## src/rtl/tx_arb_pkg.sv

```systemverilog
// Shared types and defaults for tx_arbiter: FSM state and grant enums plus
// the default abort command byte.
package tx_arb_pkg;

   localparam logic [2:0] ST_IDLE_ENC       = 3'd0;
   localparam logic [2:0] ST_FRAME_WAIT_ENC = 3'd1;
   localparam logic [2:0] ST_ISSUE_ENC      = 3'd2;
   localparam logic [2:0] ST_HOLD_ENC       = 3'd3;
   localparam logic [2:0] ST_WAIT_READY_ENC = 3'd4;

   // Enum values pinned to the legacy encodings so state dumps stay comparable.
   typedef enum logic [2:0] {
      ST_IDLE       = ST_IDLE_ENC,
      ST_FRAME_WAIT = ST_FRAME_WAIT_ENC,
      ST_ISSUE      = ST_ISSUE_ENC,
      ST_HOLD       = ST_HOLD_ENC,
      ST_WAIT_READY = ST_WAIT_READY_ENC
   } arb_state_t;

   typedef enum logic {
      GRANT_CMD  = 1'b0,
      GRANT_DATA = 1'b1
   } grant_t;

   localparam logic [7:0] ABORT_CMD_DEFAULT = 8'h03;

endpackage

```

## src/rtl/tx_arbiter.sv

```systemverilog
// Round-robin arbiter sharing the escape-aware UART TX path between a command
// channel and a framed data channel. Optional statistics: TX_ARB_STATS_EN.
module tx_arbiter
   import tx_arb_pkg::*;
#(
   parameter int unsigned FRAME_TIMEOUT = 256,   // must be >= 2
   parameter logic [7:0]  ABORT_CMD     = ABORT_CMD_DEFAULT
) (
   input  logic        CLK_I,
   input  logic        RST_I,
   input  logic        CMD_REQ_I,
   input  logic [7:0]  CMD_I,
   output logic        CMD_ACK_O,
   input  logic        DATA_VALID_I,
   input  logic [7:0]  DATA_I,
   input  logic        DATA_LAST_I,
   output logic        DATA_READY_O,
   output logic        FRAME_ERR_O,
   input  logic        TX_READY_I,
   output logic [7:0]  DATA_SEND_O,
   output logic        WRITE_O,
   output logic [7:0]  COMMAND_O,
   output logic        WRITE_COMMAND_O
`ifdef TX_ARB_STATS_EN
   ,
   output logic [15:0] CMD_COUNT_O,
   output logic [15:0] BYTE_COUNT_O,
   output logic [7:0]  ABORT_COUNT_O
`endif
);

   localparam int unsigned   CW       = $clog2(FRAME_TIMEOUT);
   localparam logic [CW-1:0] TMO_LAST = CW'(FRAME_TIMEOUT - 1);

   arb_state_t    state;
   grant_t        last_grant;
   logic          locked;
   logic [CW-1:0] tmo_cnt;
   logic [7:0]    data_q;
   logic [7:0]    cmd_q;
   logic          write_q;
   logic          write_cmd_q;

   logic          data_ready;
   logic          grant_data;
   logic          grant_cmd;
   logic          abort;

   // Handshake outputs are combinational but forced low while reset is held.
   always_comb begin
      data_ready = 1'b0;
      grant_cmd  = 1'b0;
      abort      = 1'b0;
      if (!RST_I) begin
         case (state)
            ST_IDLE: begin
               if (TX_READY_I) begin
                  if (DATA_VALID_I && (!CMD_REQ_I || last_grant == GRANT_CMD))
                     data_ready = 1'b1;
                  else if (CMD_REQ_I)
                     grant_cmd = 1'b1;
               end
            end
            ST_FRAME_WAIT: begin
               data_ready = TX_READY_I;
               abort      = !DATA_VALID_I && (tmo_cnt == TMO_LAST);
            end
            default: ;
         endcase
      end
   end

   assign grant_data      = DATA_VALID_I && data_ready;
   assign DATA_READY_O    = data_ready;
   assign CMD_ACK_O       = grant_cmd;
   assign FRAME_ERR_O     = abort;
   assign DATA_SEND_O     = data_q;
   assign COMMAND_O       = cmd_q;
   assign WRITE_O         = write_q;
   assign WRITE_COMMAND_O = write_cmd_q;

   always_ff @(posedge CLK_I) begin
      if (RST_I) begin
         state       <= ST_IDLE;
         last_grant  <= GRANT_DATA;
         locked      <= 1'b0;
         tmo_cnt     <= '0;
         data_q      <= '0;
         cmd_q       <= '0;
         write_q     <= 1'b0;
         write_cmd_q <= 1'b0;
      end else begin
         write_q     <= 1'b0;
         write_cmd_q <= 1'b0;
         case (state)
            ST_IDLE, ST_FRAME_WAIT: begin
               if (grant_data) begin
                  data_q     <= DATA_I;
                  write_q    <= 1'b1;
                  locked     <= !DATA_LAST_I;
                  tmo_cnt    <= '0;
                  last_grant <= GRANT_DATA;
                  state      <= ST_ISSUE;
               end else if (grant_cmd) begin
                  cmd_q       <= CMD_I;
                  write_cmd_q <= 1'b1;
                  last_grant  <= GRANT_CMD;
                  state       <= ST_ISSUE;
               end else if (abort) begin
                  // last_grant stays DATA so a held-off command wins next.
                  cmd_q       <= ABORT_CMD;
                  write_cmd_q <= 1'b1;
                  locked      <= 1'b0;
                  tmo_cnt     <= '0;
                  state       <= ST_ISSUE;
               end else if (state == ST_FRAME_WAIT && !DATA_VALID_I) begin
                  tmo_cnt <= tmo_cnt + CW'(1);
               end
            end
            ST_ISSUE:      state <= ST_HOLD;
            ST_HOLD:       state <= ST_WAIT_READY;
            ST_WAIT_READY: if (TX_READY_I) state <= locked ? ST_FRAME_WAIT : ST_IDLE;
            default:       state <= ST_IDLE;
         endcase
      end
   end

`ifdef TX_ARB_STATS_EN
   logic [15:0] cmd_count;
   logic [15:0] byte_count;
   logic [7:0]  abort_count;

   always_ff @(posedge CLK_I) begin
      if (RST_I) begin
         cmd_count   <= '0;
         byte_count  <= '0;
         abort_count <= '0;
      end else if (state == ST_IDLE || state == ST_FRAME_WAIT) begin
         if (grant_data)
            byte_count <= byte_count + 16'd1;
         else if (grant_cmd)
            cmd_count <= cmd_count + 16'd1;
         else if (abort)
            abort_count <= abort_count + 8'd1;
      end
   end

   assign CMD_COUNT_O   = cmd_count;
   assign BYTE_COUNT_O  = byte_count;
   assign ABORT_COUNT_O = abort_count;
`endif

endmodule

```

## config.mk

```make
export PLATFORM = sky130hd
export DESIGN_NAME = tx_arbiter
export DESIGN_NICKNAME = d
export VERILOG_FILES = /design/src/rtl/tx_arb_pkg.sv /design/src/rtl/tx_arbiter.sv
export SDC_FILE = /design/constraint.sdc
export NUM_CORES = 1
export LEC_CHECK = 0
export CORE_MARGIN = 3
export CORE_UTILIZATION = 44
export DETAILED_ROUTE_END_ITERATION = 6
export PLACE_DENSITY_LB_ADDON = 0.15
export REMOVE_ABC_BUFFERS = 1
export SKIP_CTS_REPAIR_TIMING = 1
export SYNTH_ARGS = -nofsm -noshare
export SYNTH_HDL_FRONTEND = slang
export SYNTH_SLANG_ARGS = --single-unit
```

## constraint.sdc

```tcl
create_clock -name CLK_I -period 1.95 [get_ports CLK_I]
set_input_delay 0.39 -clock CLK_I [delete_from_list [all_inputs] [get_ports CLK_I]]
set_output_delay 0.39 -clock CLK_I [all_outputs]
set_load 0.01 [all_outputs]
```

==> impl_metrics.yaml, run 1 <==
pwr:
  cellPowerDensity_nw_per_um2: 636
  ir_drop_v: 0.000554
  leakagePower_nw: 0.831
logic_synthesis:
  syn-cell-area_um2: 1260
  yosysSeqAreaShare: 0.493
  synth_top_area_frac: 0.493
  synthDistinctLibCells: 39
  syn_inst: 124
  synth_commonest_cells: "dfxtp_1 (31), nor2_1 (16), mux2i_1 (8)"
  yosys-mux-area-fraction: 0.0636
  synth_simple_gate_area_share: 0.231
  synthArstFlopShare: 0
  synth-edff-count: 0
  synth_most_common_cell: "dfxtp_1"
  synth_compound_area_frac: 0.107
  synth.avg_cell_area_um2: 10.2
  synthFlopType: "dfxtp_1"
  synth_xor_area_frac: 0.0487
  synth_top_family_by_area: "simple AND/OR/NAND/NOR gates"
  synth-adder-area-share: 0.00994
  yosys_register_bits: 31
  synth_top_area_cell: "dfxtp_1"
  yosys_warnings: 0
  synthTopCellsByArea: "dfxtp_1 (49%), mux2i_1 (6.4%), nor2_1 (4.8%)"
sta:
  period_share: 1.01
  grt_setup_unrepaired: "yes"
  setup_tns_ns: -0.0242
  layout_min_cycle_time_ns: 1.97
  relSlewSlack: 0.747
  max_freq_mhz: 507
  finalHoldViolCount: 0
  slew_violations: 0
  worstMarginPinSlew_ns: 0.378
  fin_skew_ns: 0.00342
  setup_viol: 1
  fin_ws_ns: -0.0242
cts:
  cts_buffers: 5
  clk-insertion-delay-late_ns: 0.32
  cts_buffer_depth: 2
  clock-sinks: 31
  h-tree-depth: 2
  clk_pin_slew_ns: 0.08
  tritoncts: "yes"
  cts_root_buf: "clkbuf_4"
cells_and_area:
  multiInputGateArea_um2: 599
  regArea_um2: 624
  fillCellCount: 204
  fin_cells: 212
  syn_to_final_growth_pct: 48.2
  fin_nets: 206
  num_antenna_cells: 0
  drive_above_1_share: 0.165
placed_design:
  dp.final_hpwl_mm: 2.19
  dp_cells: 205
  gp_congestion: 0.779
  portBuffers: 42
floorplanning:
  num_rows: 18
  die_w_um: 59.5
  die_area_um2: 3540
  die_h_um: 59.5
  core_um2: 2590
  io_pins: 43
  start_util: 0.486
worst_setup_path:
  critical_path_class: "reg2out"
  cpPeakStageDelay_ns: 0.57
  cp-start-kind: "flip-flop"
  cp_cell_sequence: "or4b_4 > nor4_4 > buf_2"
  crit_required_ns: 1.56
  crit_arrival_ns: 1.58
  cp_slowest_cell: "or4b_4"
  cp-end-kind: "primary output"
  critical_path_peak_fanout: 4
grt:
  grt_pass1_wl_mm: 4.99
  grt_usage: 0.188
  grt_pass1_vias: 1197
  antenna_found_initial: 0
  grt_max_degree: 20
  gr-total-overflow: 0
route:
  route.detailed.drc: 0
  first_pass_iters: 6
  routed_wl_mm: 2.87
  postRouteAntennaNets: 0
  wire_per_inst_um: 13.5
  drtIter0Drc: 39
  vias_per_cell: 5.26
  vias: 1116
run_status:
  outcome: "finished, violations left"
  violations: "negative setup slack"
run:
  drv_cap: 0
worst_hold_path:
  hold_path_class: "reg2reg"
==> flip-flops by register name (all words and copies together), names as in the netlist <==
signal,cells
COMMAND_O,8
DATA_SEND_O,8
WRITE_COMMAND_O,1
WRITE_O,1
last_grant,1
locked,1
state,3
tmo_cnt,8
==> critical path, delay by kind of cell, from the launching register on <==
| family | cells | cell delay, ns |
|---|---|---|
| buffers and inverters | 1 | 0.18 |
| AND/OR/NAND/NOR | 2 | 0.72 |
| flip-flops | 1 | 0.37 |
==> where the power goes <==
group / internal, mW / switching [mW] / total (mW) / leakage (nW)
Sequential: 0.657 / 0.0142 / 0.672 / 0.252
Combinational: 0.122 / 0.0781 / 0.200 / 0.554
Clock: 0.128 / 0.188 / 0.316 / 0.0242
Total: 0.907 / 0.280 / 1.19 / 0.831
==> cell type report <==
| type | count | share of cell area |
|---|---|---|
| Sequential cell | 31 | 0.335 |
| Multi-Input combinational cell | 83 | 0.321 |
| Timing Repair Buffer | 58 | 0.294 |
| Clock buffer | 6 | 0.0221 |
| Tap cell | 30 | 0.0201 |
| Inverter | 4 | 0.00805 |
==> stage by stage <==
step | instance area [µm²] | power (mW) | hold slack (ns) | util | setup slack, ns
detailed placement | 1790 | 0.880 | 0.455 | 0.689 | -0.699
global placement | 1790 | 0.874 | 0.458 | 0.689 | -0.672
finish | 1870 | 1.19 | 0.480 | 0.720 | -0.0242
global route | 1870 | 1.26 | 0.495 | 0.720 | -0.108
floorplan | 1210 | 0.757 | 0.462 | - | -0.206
CTS | 1830 | 1.20 | 0.483 | 0.705 | -0.713
==> layout by cell type (no fill, tap or decap), types with 2 or more instances in the layout <==
cell type / Yosys / layout
dlymetal6s2s_1: 0 / 4
xor2_1: 3 / 3
buf_2: 2 / 2
xnor2_1: 4 / 4
mux2i_1: 8 / 8
nor2b_1: 3 / 3
inv_1: 4 / 4
clkbuf_4: 0 / 5
nor3_1: 6 / 6
dfxtp_1: 31 / 30
nor2_1: 16 / 16
nand2_1: 5 / 5
buf_4: 1 / 15
a21oi_1: 4 / 4
nand3_1: 3 / 3
a22o_1: 6 / 6
clkdlybuf4s50_1: 0 / 36
==> layer usage <==
layer  up-vias  track usage  wire [µm]
li1        554            -          -
met1       524        0.205       1200
met2        33        0.329       1420
met3         5       0.0784        215
met4         0       0.0583         34
met5         -            0          0
==> worst paths after layout <==
kind,start,endpoint,slack [ns],cells past startpoint
max,state[1],FRAME_ERR_O,-0.02,3
min,COMMAND_O[4],COMMAND_O[4],0.48,1
max reg2reg,tmo_cnt[0],state[0],0.17,6
min reg2reg,COMMAND_O[4],COMMAND_O[4],0.48,1
==> cell families after synthesis <==
family	Yosys count
muxes	8
buffers and inverters	10
xor gates and xnor gates	7
and+or+nand+nor	49
AOI/OAI and AO/OA	18
DFF	31
adders and majority gates	1
(Power assumes the default switching activity.)
==> run 2, diff against run 1 <==
--- a/config.mk
+++ b/config.mk
@@ -5,9 +5,11 @@
 export SDC_FILE = /design/constraint.sdc
 export NUM_CORES = 1
 export LEC_CHECK = 0
+export ABC_AREA = 1
 export CORE_MARGIN = 3
-export CORE_UTILIZATION = 44
+export CORE_UTILIZATION = 45
 export DETAILED_ROUTE_END_ITERATION = 6
+export GPL_ROUTABILITY_DRIVEN = 0
 export PLACE_DENSITY_LB_ADDON = 0.15
 export REMOVE_ABC_BUFFERS = 1
 export SKIP_CTS_REPAIR_TIMING = 1
==> impl_metrics.yaml, run 2 <==
run_status:
  outcome: "finished, final reports clean"
grt:
  grt_usage: 0.199
  antenna_found_initial: 0
  grt_pass1_wl_mm: 5.40
  gr-total-overflow: 0
  grt_pass1_vias: 1277
  grt_max_degree: 17
cts:
  cts_buffer_depth: 2
  clock-sinks: 31
  cts_root_buf: "clkbuf_4"
  cts_buffers: 5
  clk_pin_slew_ns: 0.10
  h-tree-depth: 2
  tritoncts: "yes"
  clk-insertion-delay-late_ns: 0.34
logic_synthesis:
  synthArstFlopShare: 0
  synthFlopType: "dfxtp_1"
  yosys_warnings: 0
  synth_top_area_cell: "dfxtp_1"
  synth-edff-count: 0
  synthDistinctLibCells: 23
  syn-cell-area_um2: 1350
  synth_top_area_frac: 0.459
  synth.avg_cell_area_um2: 7.27
  synthTopCellsByArea: "dfxtp_1 (46%), nor2_1 (11%), nand2_1 (9.2%)"
  syn_inst: 186
  synth_most_common_cell: "nor2_1"
  yosysSeqAreaShare: 0.459
  yosys_register_bits: 31
  synth_commonest_cells: "nor2_1 (40), nand2_1 (33), dfxtp_1 (31)"
floorplanning:
  die_h_um: 60.8
  io_pins: 43
  start_util: 0.482
  die_area_um2: 3700
  die_w_um: 60.8
  num_rows: 19
  core_um2: 2810
worst_setup_path:
  critical_path_class: "reg2out"
  crit_required_ns: 1.56
  crit_arrival_ns: 1.56
  cp-start-kind: "flip-flop"
  cp-end-kind: "primary output"
  r2r_start: "tmo_cnt[1]"
  critical_path_peak_fanout: 2
  startpoint: "tmo_cnt[1]"
route:
  route.detailed.drc: 0
  postRouteAntennaNets: 0
  routed_wl_mm: 3.43
  vias: 1402
  first_pass_iters: 4
  wire_per_inst_um: 12.1
  vias_per_cell: 4.94
  drtIter0Drc: 58
sta:
  setup_viol: 0
  layout_min_cycle_time_ns: 1.95
  hold_slack_ns: 0.467
  fin_ws_ns: 0.00475
  finalHoldViolCount: 0
  max_freq_mhz: 514
  setup_tns_ns: 0
  slew_violations: 0
  period_share: 0.998
  grt_setup_unrepaired: "yes"
  relSlewSlack: 0.836
  fin_skew_ns: 0.00649
  worstMarginPinSlew_ns: 0.246
cells_and_area:
  fin_nets: 275
  syn_to_final_growth_pct: 51.9
  stdcell_area_um2: 2050
  drive_above_1_share: 0.190
  num_antenna_cells: 0
  final_cell_mix: "nor2_1 (38), clkdlybuf4s50_1 (38), nand2_1 (33), dfxtp_1 (30), buf_4 (19)"
placed_design:
  dp.final_hpwl_mm: 2.64
  portBuffers: 42
  placed_area_um2: 1960
  pre_cts_slack_ns: -0.260
worst_hold_path:
  min_from: "COMMAND_O[3]"
  hold_path_class: "reg2reg"
pwr:
  leakagePower_nw: 0.918
  cellPowerDensity_nw_per_um2: 894
  ir_drop_v: 0.000598
run:
  drv_cap: 0
[run 2: changes by cell type after synthesis, sizes merged, moves of 5 or more]
| cell | before | now |
|---|---|---|
| a21oi | 4 | 16 |
| nor2 | 16 | 43 |
| nand2 | 5 | 36 |
| nor3 | 7 | 2 |
| inv | 4 | 19 |
| nand3 | 3 | 11 |
| a22o | 6 | 0 |
| mux2i | 8 | 0 |
| o21ai | 1 | 14 |
[run 2: report_power, final]
group / total [mW] / leakage, nW / switching [mW] / internal [mW]
Sequential: 0.776 / 0.252 / 0.0689 / 0.707
Clock: 0.443 / 0.0375 / 0.232 / 0.210
Combinational: 0.618 / 0.629 / 0.321 / 0.297
Total: 1.84 / 0.918 / 0.623 / 1.21
[run 2: path summary, 6_finish.rpt]
kind                       end  slack (ns)  cells after the start
setup / recovery   FRAME_ERR_O       0.005                      8
hold / removal    COMMAND_O[3]        0.47                      2
setup reg to reg    tmo_cnt[0]        0.24                     11
hold reg to reg   COMMAND_O[3]        0.47                      2
[run 2: cells by family (layout without fill, tap and decap cells)]
| logic type | Yosys count | in the layout | synth area share |
|---|---|---|---|
| AND/OR/NAND/NOR | 97 | 97 | 0.324 |
| adder cells (fa/ha/maj) | 1 | 1 | 0.00925 |
| flip-flops | 31 | 31 | 0.459 |
| AO/OA/AOI/OAI | 31 | 31 | 0.119 |
| XOR/XNOR | 4 | 4 | 0.0259 |
| buffers and inverters | 22 | 89 | 0.0629 |
[run 2: layout make-up]
type / instances / area [µm²]
inverters: 19 / 71.3
flip-flops and latches: 31 / 622
clock buffers: 7 / 65.1
well taps: 31 / 38.8
clock inverters: 1 / 7.51
multi-input cells: 133 / 664
fillers: 229 / 751
repair buffers: 62 / 586
[run 2: critical path: stages (launching register included)]
cell and delay, ns:
dfxtp_1 0.35, ha_2 0.19, nand2_1 0.09, nor2_2 0.14, nand2_1 0.10, nor2_2 0.11, nand2_2 0.07, inv_1 0.05
clkbuf_2 0.12
[run 2: stage by stage]
step	total power, mW	utilization	cells
finish	1.84	0.732	284
floorplan	1.11	-	183
global placement	1.36	0.699	276
CTS	1.82	0.725	284
global route	1.94	0.732	284
detailed placement	1.39	0.699	276
[run 2: layer usage]
metal | routed length [µm] | global-route usage | vias to the layer above
li1 | - | - | 729
met1 | 1360 | 0.215 | 626
met2 | 1810 | 0.345 | 43
met3 | 227 | 0.0809 | 4
met4 | 36 | 0.0805 | 0
met5 | 0 | 0 | -
==> run 3, diff against run 2 <==
--- a/config.mk
+++ b/config.mk
@@ -8,6 +8,7 @@
 export ABC_AREA = 1
 export CORE_MARGIN = 3
 export CORE_UTILIZATION = 45
+export CTS_CLUSTER_DIAMETER = 100
 export DETAILED_ROUTE_END_ITERATION = 6
 export GPL_ROUTABILITY_DRIVEN = 0
 export PLACE_DENSITY_LB_ADDON = 0.15
==> constraint.sdc (replaced) <==
create_clock -name CLK_I -period 1.95 [get_ports CLK_I]
set_input_delay 0.39 -clock CLK_I [delete_from_list [all_inputs] [get_ports CLK_I]]
set_output_delay 0.39 -clock CLK_I [all_outputs]
set_load 0.005 [all_outputs]
==> impl_metrics.yaml, run 3 (synthesis results as in run 2) <==
cells_and_area:
  syn_to_final_growth_pct: 57.4
  drive_above_1_share: 0.211
  fillCellCount: 206
  fin_nets: 278
  stdcell_area_um2: 2130
  fin_cells: 287
  final_common_cell: "nor2_1"
  num_antenna_cells: 0
  final_cell_mix: "nor2_1 (38), clkdlybuf4s50_1 (37), nand2_1 (31), dfxtp_1 (28), buf_4 (22)"
worst_setup_path:
  cpMostUsedCell: "nand2_2"
  critical_path_peak_fanout: 2
  cpPeakStageDelay_ns: 0.37
  crit_family: "simple AND/OR/NAND/NOR gates"
  crit_required_ns: 1.56
  cp-start-kind: "flip-flop"
  crit_arrival_ns: 1.48
  cp_cell_sequence: "ha_4 > nand2_2 > nor2_4 > nand2_2 > nor2_4 > nand2_2 > inv_1 > dlymetal6s2s_1"
  path_buf_inv: 2
  critical_path_class: "reg2out"
  cp_slowest_cell: "dfxtp_2"
  cp-end-kind: "primary output"
floorplanning:
  num_rows: 19
  io_pins: 43
  core_um2: 2810
  die_area_um2: 3700
  die_w_um: 60.8
  die_h_um: 60.8
  start_util: 0.482
grt:
  grt_max_degree: 17
  grt_pass1_wl_mm: 5.86
  gr-total-overflow: 0
  grt_busiest_layer: "met2"
  antenna_found_initial: 0
  grtUsageMet1: 0.229
  grt_pass1_vias: 1414
  use_met2: 0.380
  grt_usage: 0.214
  use_met3: 0.0702
pwr:
  clockPowerShare: 0.276
  ir_drop_v: 0.000821
  swShare: 0.320
  switching_power_mw: 0.615
  fin_total_pwr_mw: 1.92
  power_frac_seq: 0.407
  combinationalPowerShare: 0.317
  leakagePower_nw: 0.973
  cellPowerDensity_nw_per_um2: 903
  power.internal_mw: 1.31
cts:
  clk_pin_slew_ns: 0.11
  cts_root_buf: "clkbuf_4"
  cts_buffer_depth: 2
  clock-sinks: 31
  clk-insertion-delay-late_ns: 0.34
  h-tree-depth: 2
  tritoncts: "yes"
  cts_buffers: 5
run:
  drv_cap: 0
route:
  vias: 1460
  drtIter0Drc: 48
  vias_per_cell: 5.09
  wire_per_inst_um: 12.7
  postRouteAntennaNets: 0
  first_pass_iters: 4
  routed_wl_mm: 3.63
  route.detailed.drc: 0
sta:
  period_share: 0.958
  max_freq_mhz: 535
  slew_violations: 0
  layout_min_cycle_time_ns: 1.87
  setup_viol: 0
  finalHoldViolCount: 0
  relSlewSlack: 0.832
  fin_ws_ns: 0.0810
  worstMarginPinSlew_ns: 0.249
  fin_skew_ns: 0.0190
placed_design:
  portBuffers: 42
  dp.final_hpwl_mm: 2.60
  placed_area_um2: 1950
  pre_cts_slack_ns: -0.239
  dp_cells: 275
worst_hold_path:
  hold_path_class: "reg2reg"
run_status:
  outcome: "finished, final reports clean"
==> run 3: changes by cell type in the layout (fill, tap and decap cells not counted), sizes merged <==
cell           change
clkinv             +1
clkinvlp           -1
clkbuf             -2
clkdlybuf4s50      -1
buf                +3
bufinv             +1
dlymetal6s2s       +2
==> run 3: metrics by stage <==
step | TNS [ns] | hold WS (ns) | util
2_1_floorplan | 0 | 0.429 | -
3_3_place_gp | -0.503 | 0.449 | 0.696
3_5_place_dp | -0.944 | 0.456 | 0.696
4_1_cts | -0.874 | 0.471 | 0.727
5_1_grt | -0.00992 | 0.494 | 0.759
6_report | 0 | 0.467 | 0.759
==> run 3: power groups by stage <==
stage	clock, mW	combinational [mW]	sequential (mW)
after floorplan	0	0.324	0.772
after global placement	0	0.566	0.776
after detailed placement	0	0.586	0.779
after CTS	0.535	0.601	0.765
after global routing	0.564	0.684	0.793
final	0.531	0.608	0.782
==> run 3: worst paths after layout <==
kind	end	depth (start not counted)	startpoint	slack, ns
worst min-delay path	COMMAND_O[4]	2	COMMAND_O[4]	0.47
worst max-delay path	FRAME_ERR_O	8	tmo_cnt[0]	0.08
worst min register to register	COMMAND_O[4]	2	COMMAND_O[4]	0.47
worst max register to register	tmo_cnt[7]	11	tmo_cnt[0]	0.30
==> run 3: worst register-to-register path, delay by kind of cell, from the launching register on <==
family / cells / cell delay, ns
AND/OR/NAND/NOR: 8 / 0.80
flip-flops: 1 / 0.37
buffers and inverters: 2 / 0.25
adder cells (fa/ha/maj): 1 / 0.14
==> run 3: layout make-up <==
| type | count | area [µm²] | share of cell area |
|---|---|---|---|
| Multi-Input combinational cell | 133 | 689 | 0.324 |
| Sequential cell | 31 | 624 | 0.293 |
| Timing Repair Buffer | 65 | 618 | 0.290 |
| Inverter | 19 | 71.3 | 0.0335 |
| Clock buffer | 6 | 51.3 | 0.0241 |
| Tap cell | 31 | 38.8 | 0.0182 |
| Clock inverter | 2 | 35.0 | 0.0165 |
==> run 3: routing by layer <==
metal | part of all wire | vias up
li1 | - | 739
met1 | 0.39 | 671
met2 | 0.54 | 39
met5 | 0 | -
met3 | 0.050 | 11
met4 | 0.024 | 0
